### config.mk
export PLATFORM = sky130hd
export DESIGN_NAME = spi_regfile_rw
export DESIGN_NICKNAME = d
export VERILOG_FILES = /design/src/rtl/spi_regfile_rw.sv
export SDC_FILE = /design/constraint.sdc
export NUM_CORES = 1
export LEC_CHECK = 0
export ABC_AREA = 1
export CORE_ASPECT_RATIO = 1.1
export CORE_UTILIZATION = 50
export CTS_BUF_LIST = sky130_fd_sc_hd__clkbuf_4 sky130_fd_sc_hd__clkbuf_8
export CTS_CLUSTER_DIAMETER = 200
export DETAILED_ROUTE_END_ITERATION = 6
export MAX_ROUTING_LAYER = met4
export PLACE_DENSITY = 0.81
export REMOVE_ABC_BUFFERS = 1
export SKIP_CTS_REPAIR_TIMING = 1
export SYNTH_ARGS = -nofsm -noshare
export SYNTH_HDL_FRONTEND = slang
export SYNTH_SLANG_ARGS = --single-unit
### constraint.sdc
create_clock -name clk -period 2.3 [get_ports clk]
set_input_delay 0.46 -clock clk [delete_from_list [all_inputs] [get_ports clk]]
set_output_delay 0.46 -clock clk [all_outputs]
set_load 0.02 [all_outputs]
### src/rtl/spi_regfile_rw.sv
// SPI mode-0 peripheral register file with read-back, oversampled in the clk domain.
// A frame is {rw, addr, data}, sent MSB first (rw = 1 means write). Writes land at commit,
// after chip select is released. Bad frames raise an error strobe instead of writing.
module spi_regfile_rw #(
    parameter int NUM_REGS    = 5,
    parameter int DATA_W      = 8,
    parameter int ADDR_W      = 7,
    parameter int SYNC_STAGES = 2
) (
    input  logic                       clk,
    input  logic                       rst,
    input  logic                       sclk,
    input  logic                       copi,
    input  logic                       ncs,
    output logic                       cipo,
    output logic                       cipo_oe,
    output logic [NUM_REGS*DATA_W-1:0] regs_flat,
    output logic                       wr_strobe,
    output logic [ADDR_W-1:0]          wr_addr,
    output logic                       addr_err,
    output logic                       frame_err
);

    localparam int FRAME_W = 1 + ADDR_W + DATA_W;
    localparam int CNT_W   = $clog2(FRAME_W + 2);
    localparam int SYNC_N  = (SYNC_STAGES < 2) ? 2 : SYNC_STAGES;

    localparam logic [CNT_W-1:0] CNT_CMD   = CNT_W'(1 + ADDR_W);
    localparam logic [CNT_W-1:0] CNT_FRAME = CNT_W'(FRAME_W);
    localparam logic [CNT_W-1:0] CNT_MAX   = CNT_W'(FRAME_W + 1);

    typedef enum logic [1:0] {StIdle, StCmd, StData, StCommit} state_t;

    // Synchronisers and edge detectors
    logic [SYNC_N-1:0] sclk_sync, copi_sync, ncs_sync;
    logic              sclk_dly, ncs_dly;
    logic              sclk_s, copi_s, ncs_s;
    logic              sclk_rise, sclk_fall, ncs_rise, ncs_fall;

    // Frame state
    state_t                      state_q, state_d;
    logic [CNT_W-1:0]            bit_cnt_q, bit_cnt_d;
    logic [FRAME_W-1:0]          in_shift_q, in_shift_d;
    logic [DATA_W-1:0]           out_shift_q, out_shift_d;
    logic                        cipo_q, cipo_d;
    logic                        rd_q, rd_d;
    logic [NUM_REGS*DATA_W-1:0]  regs_q, regs_d;
    logic [ADDR_W-1:0]           wr_addr_q, wr_addr_d;
    logic                        wr_strobe_q, wr_strobe_d;
    logic                        addr_err_q, addr_err_d;
    logic                        frame_err_q, frame_err_d;

    // Decoded fields
    logic [ADDR_W-1:0] cmd_addr;
    logic              cmd_read;
    logic              frm_rw;
    logic [ADDR_W-1:0] frm_addr;
    logic [DATA_W-1:0] frm_data;
    logic [DATA_W-1:0] rd_data;

    assign sclk_s = sclk_sync[SYNC_N-1];
    assign copi_s = copi_sync[SYNC_N-1];
    assign ncs_s  = ncs_sync[SYNC_N-1];

    assign sclk_rise = sclk_s & ~sclk_dly;
    assign sclk_fall = ~sclk_s & sclk_dly;
    assign ncs_rise  = ncs_s & ~ncs_dly;
    assign ncs_fall  = ~ncs_s & ncs_dly;

    // While still in CMD the low 1+ADDR_W bits of the shifter hold {rw, addr}
    assign cmd_addr = in_shift_q[ADDR_W-1:0];
    assign cmd_read = ~in_shift_q[ADDR_W];

    // At commit a full frame occupies the whole shifter
    assign frm_rw   = in_shift_q[FRAME_W-1];
    assign frm_addr = in_shift_q[FRAME_W-2 -: ADDR_W];
    assign frm_data = in_shift_q[DATA_W-1:0];

    // Sync flops reset to 0 so a reset taken with ncs low cannot fake an ncs_fall
    always_ff @(posedge clk) begin
        if (rst) begin
            sclk_sync <= '0;
            copi_sync <= '0;
            ncs_sync  <= '0;
            sclk_dly  <= 1'b0;
            ncs_dly   <= 1'b0;
        end else begin
            sclk_sync <= {sclk_sync[SYNC_N-2:0], sclk};
            copi_sync <= {copi_sync[SYNC_N-2:0], copi};
            ncs_sync  <= {ncs_sync[SYNC_N-2:0], ncs};
            sclk_dly  <= sclk_s;
            ncs_dly   <= ncs_s;
        end
    end

    // Read-back mux; out-of-range addresses return zero
    always_comb begin
        rd_data = '0;
        for (int i = 0; i < NUM_REGS; i++) begin
            if (int'(cmd_addr) == i) begin
                rd_data = regs_q[i*DATA_W +: DATA_W];
            end
        end
    end

    // Next-state logic for the frame FSM, shifters and commit decisions
    always_comb begin
        state_d     = state_q;
        bit_cnt_d   = bit_cnt_q;
        in_shift_d  = in_shift_q;
        out_shift_d = out_shift_q;
        cipo_d      = cipo_q;
        rd_d        = rd_q;
        regs_d      = regs_q;
        wr_addr_d   = wr_addr_q;
        wr_strobe_d = 1'b0;
        addr_err_d  = 1'b0;
        frame_err_d = 1'b0;

        unique case (state_q)
            StIdle: begin
                bit_cnt_d   = '0;
                in_shift_d  = '0;
                out_shift_d = '0;
                cipo_d      = 1'b0;
                rd_d        = 1'b0;
                if (ncs_fall) begin
                    state_d = StCmd;
                end
            end

            StCmd: begin
                if (ncs_rise) begin
                    state_d = StCommit;
                end else if (bit_cnt_q == CNT_CMD) begin
                    state_d = StData;
                    rd_d    = cmd_read;
                    if (cmd_read) begin
                        out_shift_d = rd_data;
                        cipo_d      = rd_data[DATA_W-1];
                    end
                end else if (sclk_rise) begin
                    in_shift_d = {in_shift_q[FRAME_W-2:0], copi_s};
                    bit_cnt_d  = bit_cnt_q + 1'b1;
                end
            end

            StData: begin
                if (ncs_rise) begin
                    state_d = StCommit;
                end else begin
                    if (sclk_rise) begin
                        in_shift_d = {in_shift_q[FRAME_W-2:0], copi_s};
                        if (bit_cnt_q != CNT_MAX) begin
                            bit_cnt_d = bit_cnt_q + 1'b1;
                        end
                    end
                    // The fall right after the last address bit must keep the MSB on cipo
                    // for the first data rising edge, so shifting starts one fall later.
                    if (sclk_fall && rd_q && (bit_cnt_q > CNT_CMD)) begin
                        out_shift_d = {out_shift_q[DATA_W-2:0], 1'b0};
                        cipo_d      = out_shift_q[DATA_W-2];
                    end
                end
            end

            StCommit: begin
                state_d     = ncs_fall ? StCmd : StIdle;
                bit_cnt_d   = '0;
                in_shift_d  = '0;
                out_shift_d = '0;
                cipo_d      = 1'b0;
                rd_d        = 1'b0;
                if (bit_cnt_q != CNT_FRAME) begin
                    frame_err_d = 1'b1;
                end else if (int'(frm_addr) >= NUM_REGS) begin
                    addr_err_d = 1'b1;
                end else if (frm_rw) begin
                    wr_strobe_d = 1'b1;
                    wr_addr_d   = frm_addr;
                    for (int i = 0; i < NUM_REGS; i++) begin
                        if (int'(frm_addr) == i) begin
                            regs_d[i*DATA_W +: DATA_W] = frm_data;
                        end
                    end
                end
            end

            default: begin
                state_d = StIdle;
            end
        endcase
    end

    // State and datapath registers
    always_ff @(posedge clk) begin
        if (rst) begin
            state_q     <= StIdle;
            bit_cnt_q   <= '0;
            in_shift_q  <= '0;
            out_shift_q <= '0;
            cipo_q      <= 1'b0;
            rd_q        <= 1'b0;
            regs_q      <= '0;
            wr_addr_q   <= '0;
            wr_strobe_q <= 1'b0;
            addr_err_q  <= 1'b0;
            frame_err_q <= 1'b0;
        end else begin
            state_q     <= state_d;
            bit_cnt_q   <= bit_cnt_d;
            in_shift_q  <= in_shift_d;
            out_shift_q <= out_shift_d;
            cipo_q      <= cipo_d;
            rd_q        <= rd_d;
            regs_q      <= regs_d;
            wr_addr_q   <= wr_addr_d;
            wr_strobe_q <= wr_strobe_d;
            addr_err_q  <= addr_err_d;
            frame_err_q <= frame_err_d;
        end
    end

    // Pad enable falls as soon as the ncs_rise pulse is seen
    assign cipo_oe   = (state_q == StData) & rd_q & ~ncs_rise;
    assign cipo      = cipo_q & cipo_oe;
    assign regs_flat = regs_q;
    assign wr_addr   = wr_addr_q;
    assign wr_strobe = wr_strobe_q;
    assign addr_err  = addr_err_q;
    assign frame_err = frame_err_q;

endmodule
==> flow_summary_export.csv <==
group,metric,value,unit
die,chipWidth,91.3,um
power_and_ir_drop,power_per_cell_area,939,nW/um^2
critical_path,setup.worst_path.class,"reg2out",
power_and_ir_drop,cellInternalPower,0.00276,W
sta,setup_viol,0,
critical_path,critical_path.reg2reg.startpoint,"state_q[1]$_SDFFE_PP0P_",
cts,cts_buffer_depth,2,
critical_path,required,1840,ps
power_and_ir_drop,max-vdd-ir-drop,0.524,mV
sta,timing_max_transition_violations_final,0,
die,floorplan.core_area,8450,sq um
grt,gr-usage-all-layers,26.0,%
cts,cts.sinks,90,
place,port-buffer-count,56,
grt,grt_first_pass_wirelength,18300,um
layout,design.final.nets,689,
power_and_ir_drop,switching_power,0.00212,W
job,drv_cap,0,
routing,post_drt_via_cell_ratio,5.29,
cts,htree_num_levels,3,
cts,cts_root_buffer,"sky130_fd_sc_hd__clkbuf_8",
grt,grt_max_degree,39,
layout,post_route_cells_drive_above_1_share,7.93,%
die,boundaryPins,57,
layout,layout.cells.most_common,"sky130_fd_sc_hd__nand2_1",
power_and_ir_drop,switching_share,43.4,%
die,design.die.area,9160,sq um
synthesis,synth_cell_types,36,
layout,most-common-layout-cells,"116 x sky130_fd_sc_hd__nand2_1, 99 x sky130_fd_sc_hd__nor2_1, 90 x sky130_fd_sc_hd__dfxtp_1",
sta,timing.final.crit_share,88.9,%
sta,skew,8.76,ps
power_and_ir_drop,power.combinational.fraction,39.2,%
synthesis,synth_top_area_share,41.0,%
place,gp_routability_congestion,0.891,
sta,fin_setup_tns,0,ps
cts,clkTransAtPathRegs,80,ps
synthesis,synth.ff_latch_count,90,
routing,drtPass1Iterations,5,
grt,initial_antenna_violation_count,0,
hold_path,worst_hold_path.endpoint,"sclk_sync[1]$_SDFF_PP0_",
critical_path,r2r_setup_slack,440,ps
grt,first_global_vias,3937,
power_and_ir_drop,pwr-share-seq,40.4,%
layout,final_cell_count_no_fill,792,
routing,totalWireLength,10900,um
critical_path,crit_path_max_fo,7,
layout,flow.area_growth_from_synthesis,18.5,%
layout,num_antenna_cells,0,
critical_path,r2r-end,"bit_cnt_q[2]$_SDFFE_PP0P_",
routing,vias,4187,
die,num_rows,35,
sta,maxClockFrequency,489,MHz
hold_path,hold_path.class,"reg2reg",
hold_path,whs_path_depth,2,
die,die_h,100,um
synthesis,synth_seq_area_share,41.0,%
sta,timing.slew.headroom,57.7,%
sta,minimum_clock_period_after_layout,2040,ps
place,hpwl,7610,um
synthesis,instance_count_of_the_mapped_netlist,627,
die,initial_core_utilization,51.9,%
power_and_ir_drop,power.static_leakage,2.31,nW
critical_path,r2r_cells,10,
critical_path,critPathLaunchType,"flip-flop",
cts,tritoncts,"done",
critical_path,end_kind,"primary output",
routing,drc_errors,0,
grt,grt_overflow,0,
sta,worst_slew_pin_tran,632,ps
sta,hold-worst-slack,408,ps
cts,clkLatencyLatePin,360,ps
synthesis,netlist_area,4390,sq um
outcome,outcome,"finished, final reports clean",
synthesis,yosysWarnings,0,
routing,drt_first_iter_violations,309,
place,numPlacedInstances,776,
routing,drtAntennaViolNets,0,
power_and_ir_drop,pwr-share-clk,20.4,%
cts,cts_buffers,9,
synthesis,netlist_top_cells_area,"sky130_fd_sc_hd__dfxtp_1 41%, sky130_fd_sc_hd__nand2_1 9.9%, sky130_fd_sc_hd__nor2_1 8.5%",
hold_path,hp-start,"sclk_sync[0]$_SDFF_PP0_",
sta,finalHoldViolations,0,
routing,routedWlPerCell,13.7,um
synthesis,yosys.area.top_type,"sky130_fd_sc_hd__dfxtp_1",
sta,grt_setup_unrepaired,"false",
synthesis,synthesis.area_per_instance,7.00,sq um
critical_path,timing.critical_path.arrival,1580,ps
cells by family after synthesis:
kind of cell	after synthesis	synth area share [%]
compound gates	90	11.7
fa+ha+maj	8	2.28
simple gates	317	32.8
xor+xnor	3	0.599
buf+inv	119	11.6
flops	90	41.0
cell usage after synthesis (all sizes together):
cell type  instances
xor2               3
a211oi            16
clkinv             1
a21oi             33
nor3              14
nand3             62
inv               90
clkbuf            10
buf               18
o211ai             1
nand4              9
and2               1
ha                 8
nand2            122
nor4               2
or2                1
dfxtp             90
nor2             106
o21ai             32
o21bai             8
registers in the layout, indices dropped and copies added, names as in the netlist:
register     cells
sclk_dly         1
copi_sync        2
ncs_dly          1
wr_strobe        1
frame_err        1
out_shift_q      7
state_q          2
regs_flat       40
in_shift_q      16
ncs_sync         2
addr_err         1
sclk_sync        2
cipo_q           1
rd_q             1
wr_addr          7
bit_cnt_q        5
final cells by class:
type	instances	area [sq um]
Clock inverter	6	42.5
Sequential cell	90	1800
Tap cell	111	139
Multi-Input combinational cell	418	2080
Fill cell	760	3250
Clock buffer	10	138
Timing Repair Buffer	66	653
Inverter	91	345
layer usage:
layer	track usage [%]	up-vias	routed length, um
met2	42.9	151	5160
met4	15.0	0	472
met5	-	-	0
met3	4.02	37	534
met1	30.2	1913	4690
li1	-	2086	-
worst max-delay path, cell delays in order (launching register included):
cell and delay [ps]:
sky130_fd_sc_hd__dfxtp_1 340, sky130_fd_sc_hd__inv_1 140, sky130_fd_sc_hd__ha_2 270, sky130_fd_sc_hd__nand2_1 110, sky130_fd_sc_hd__nor3_1 130, sky130_fd_sc_hd__dlymetal6s2s_1 240
power by group through the flow:
stage                     sequential [W]  combinational, W  clock, W
after floorplan                  0.00193           0.00136         0
after global placement           0.00199           0.00180         0
after detailed placement         0.00200           0.00187         0
after CTS                        0.00196           0.00188   0.00101
after global routing             0.00199           0.00215   0.00107
final                            0.00197           0.00191  0.000997
how the worst max path moves through the flow:
| stage | start | end | slack (ps) | cells after the start |
|---|---|---|---|---|
| after global routing | state_q[0]$_SDFFE_PP0P_ | cipo | 160 | 5 |
| final | state_q[0]$_SDFFE_PP0P_ | cipo | 260 | 5 |
| after floorplan | state_q[1]$_SDFFE_PP0P_ | in_shift_q[0]$_SDFFE_PP0P_ | 130 | 6 |
| after global placement | state_q[0]$_SDFFE_PP0P_ | cipo | 260 | 5 |
| after detailed placement | state_q[0]$_SDFFE_PP0P_ | cipo | 190 | 5 |
| after CTS | state_q[0]$_SDFFE_PP0P_ | cipo | -210 | 5 |
stage by stage:
step | instance area [sq um] | total power, W | util [%] | setup WS [ps]
6_report | 5200 | 0.00488 | 61.5 | 255
2_1_floorplan | 4230 | 0.00328 | - | 130
4_1_cts | 5190 | 0.00486 | 61.4 | -209
5_1_grt | 5200 | 0.00522 | 61.5 | 159
3_3_place_gp | 5010 | 0.00379 | 59.3 | 261
3_5_place_dp | 5010 | 0.00387 | 59.3 | 194
(Power assumes the default switching activity.)
==> edit 1, RTL diff (same flow settings) <==
Reset style: asynchronous (`rst`), changed in 2 clocked blocks. Comments in the files are not updated.
--- a/src/rtl/spi_regfile_rw.sv
+++ b/src/rtl/spi_regfile_rw.sv
@@ -77,7 +77,7 @@
     assign frm_data = in_shift_q[DATA_W-1:0];
 
     // Sync flops reset to 0 so a reset taken with ncs low cannot fake an ncs_fall
-    always_ff @(posedge clk) begin
+    always_ff @(posedge clk or posedge rst) begin
         if (rst) begin
             sclk_sync <= '0;
             copi_sync <= '0;
@@ -193,7 +193,7 @@
     end
 
     // State and datapath registers
-    always_ff @(posedge clk) begin
+    always_ff @(posedge clk or posedge rst) begin
         if (rst) begin
             state_q     <= StIdle;
             bit_cnt_q   <= '0;
Function: differs if rst is asserted again (counterexample within 10 cycles, from zero or initial values and one cycle with rst high); with rst held inactive, the same outputs for 10 cycles.
==> edit 1 against the unedited design <==
  * Sequential cell count unchanged
  * Sequential power decreased by 6%
  * Routed wire length decreased by 6.5%
  * Area after synthesis decreased by 3.7%
  * Setup slack got worse by 0.075 ns
  * Global-route usage increased by 1.3 points
  * Critical path depth unchanged
  * Hold slack got worse by 0.057 ns
  * Count of clock-buffer cells in the layout unchanged
  * Synthesized cell count decreased by 25%
  * Cell area decreased by 0.55%
  * Fmax decreased by 3.6%
  * Total power decreased by 0.92%
  * Largest cell class is now flip-flops and latches
  * Largest power group unchanged
==> edit 1: results (changes against the unedited design) <==
DR vias/cell 5.45 (+3.1%); Non-clock buffer share 13.8% (+1.2 points); number of cells on the worst reg-to-reg path 9 (-1); ranking of synthesized cells by area dfrtp_1, nand2_1, nand3_1; count of cell types in the netlist 35 (-2.8%); met2 Resource Use GR 41.0% (-1.9 points); status finished, final reports clean; Top FF cell, synth dfrtp_1; post-synthesis sequential area ratio 53.3% (+12 points); Hold Crit Start ncs_sync[0]; Multi-input gate area 1700 um2 (-18%); sequential cell area 2250 um2 (+25%); r2r endpoint regs_flat[11]; CP max stage delay 0.41 ns (+0.07 ns); number of multi-input logic gates 324 (-22%); Clock-cell share 4.38% (+0.91 points); Avg Inst Size Synth 8.98 um2 (+28%); GR met3 Demand/Resource 3.52% (-0.50 points); Sw Pwr 1910 uW (-9.8%); Static Leak 0.00240 uW (+3.9%); placed insts 633 (-18%); area fraction in compound gates after synthesis 14.4% (+2.8 points); met3 WL 580 um (+8.6%); first-pass GRT wire length 17,500 um (-4.0%); FFs w/ async S/R, synth 100% (+100 points); Taps Inserted 108 (-2.7%); Commonest cells post-synth nand2_1, dfrtp_1, nand3_1, nor2_1, o21ai_0; Inverters 37 (-59%); met2 routed WL 4970 um (-3.8%); Crit-path slowest cell dfrtp_1
==> edit 1: cell types whose count changed after synthesis, moves of 17 or more <==
cell     delta
dfrtp_1    +90
a21oi_1    -23
nand2_1    -17
dfxtp_1    -90
o31ai_1    +17
nor2_1     -51
o21ai_0    +26
inv_1      -49
==> edit 1: worst max-delay path by stage <==
stage / from / end / cells past startpoint
4_1_cts: state_q[0] / cipo / 5
3_5_place_dp: state_q[0] / cipo / 5
6_report: state_q[0] / cipo / 5
2_1_floorplan: rst / addr_err / 1
5_1_grt: state_q[0] / cipo / 5
3_3_place_gp: state_q[0] / cipo / 5
==> edit 1: stage by stage <==
step | utilization (%) | worst slack (ns) | hold WS [ns]
after floorplan | - | -0.495 | 0.331
after global placement | 61.4 | 0.237 | 0.334
after detailed placement | 61.4 | 0.173 | 0.336
after CTS | 64.3 | -0.235 | 0.359
after global routing | 64.3 | 0.0501 | 0.371
final | 64.3 | 0.180 | 0.351
==> edit 2, RTL diff (config.mk and constraints unchanged) <==
Made on the original files. Set the parameter `ADDR_W` to 6 (it was 7).
--- a/src/rtl/spi_regfile_rw.sv
+++ b/src/rtl/spi_regfile_rw.sv
@@ -4,7 +4,7 @@
 module spi_regfile_rw #(
     parameter int NUM_REGS    = 5,
     parameter int DATA_W      = 8,
-    parameter int ADDR_W      = 7,
+    parameter int ADDR_W      = 6,
     parameter int SYNC_STAGES = 2
 ) (
     input  logic                       clk,
Interface: changed (resized wr_addr); port bits go from 57 to 56. The function was not compared with the original's and may differ.
==> edit 2 against the unedited design <==
  * Setup slack lost 0.039 ns
  * Via count shrank 1.3%
  * Sequential cell count shrank 2
  * Routed wire length shrank 3.0%
  * Cell area shrank 2.9%
  * Sequential power shrank 4%
  * Total power grew 2.8%
  * Clock skew grew 0.0010 ns
  * Area after synthesis shrank 6.3%
==> edit 2: results (changes against the unedited design) <==
CP max stage delay 0.36 ns (+0.02 ns); Commonest cells post-synth nand2_1, nor2_1, dfxtp_1; status finished, final reports clean; count of cell types in the netlist 28 (-22%); met1 usage 33.6% (+3.4 points); crit path DAT 2.36 ns (+0.78 ns); DR vias/cell 5.34 (+1.1%); IO buf count 55 (-1.8%); Avg Inst Size Synth 6.85 um2 (-2.2%); Static Leak 0.00222 uW (-4.1%); layout cell share with drive strength beyond 1 7.22% (-0.71 points); Iteration-0 DRC Markers 311 (+0.65%); total global-route track usage 27.1% (+1.1 points); delay-heaviest family, CP simple AND/OR/NAND/NOR gates; Worst IR Drop VDD 0.589 mV (+12%); Worst Max-Slew Pin Slew 0.649 ns (+0.0169 ns); Place WS 0.119 ns (-0.0754 ns); dpl cell area 4810 um2 (-4.1%); DR WL/cell 13.6 um (-0.62%); first-pass GRT wire length 17,900 um (-2.1%); ranking of synthesized cells by area dfxtp_1, nand2_1, nor2_1; final wirelength 10,500 um (-3.0%); vias in the first global route 3,852 (-2.2%); GR met3 Demand/Resource 5.01% (+1.0 points); Clock Skew 0.00980 ns (+0.00105 ns)
edit 2: cell count changes in the layout (fill, tap and decap cells not counted), sizes merged, moves of 4 or more:
cell	unedited run	this run
a211oi	16	0
a21oi	33	40
buf	10	17
inv	90	74
nand2	122	139
nand3	62	28
nand4	9	17
nor2	106	102
nor3	14	43
o21ai	32	25
edit 2: worst paths after layout:
kind | slack [ns] | startpoint | end | depth (start not counted)
max | 0.22 | bit_cnt_q[1] | regs_flat[18] | 13
min | 0.41 | ncs_sync[0] | ncs_sync[1] | 2
max reg2reg | 0.22 | bit_cnt_q[1] | regs_flat[18] | 13
min reg2reg | 0.41 | ncs_sync[0] | ncs_sync[1] | 2
edit 2: tightest hold or removal path, stage by stage, from the launching register on:
cell and delay, ns:
dfxtp_1 0.30, inv_1 0.04, nor2_1 0.03
edit 2: layout make-up:
class	instances	area, um2	share of cell area, %
clock inverter	4	52.6	1.04
sequential	88	1760	34.9
timing repair buffer	72	699	13.9
tap	108	135	2.68
inverter	76	287	5.68
multi-input combinational	413	1950	38.7
clock buffer	12	159	3.15
edit 2: per-layer routing:
layer / wire length (um) / part of all wire, % / up-vias
met1: 4510 / 43 / 1911
li1: - / - / 2029
met5: 0 / 0 / -
met3: 740 / 7.0 / 30
met4: 269 / 2.6 / 0
met2: 5020 / 48 / 161
edit 2: logic make-up (layout without fill, tap and decap cells):
group	Yosys count	in the layout	share of synthesized area [%]
and+or+nand+nor	329	329	34.7
xor gates and xnor gates	1	1	0.213
buffers and inverters	100	164	9.82
AOI/OAI and AO/OA	75	75	10.0
DFF	88	88	42.8
adders and majority gates	8	8	2.43
edit 2: power breakdown:
group | switching (uW) | internal (uW)
Clock | 536 | 575
Combinational | 1430 | 585
Sequential | 172 | 1720
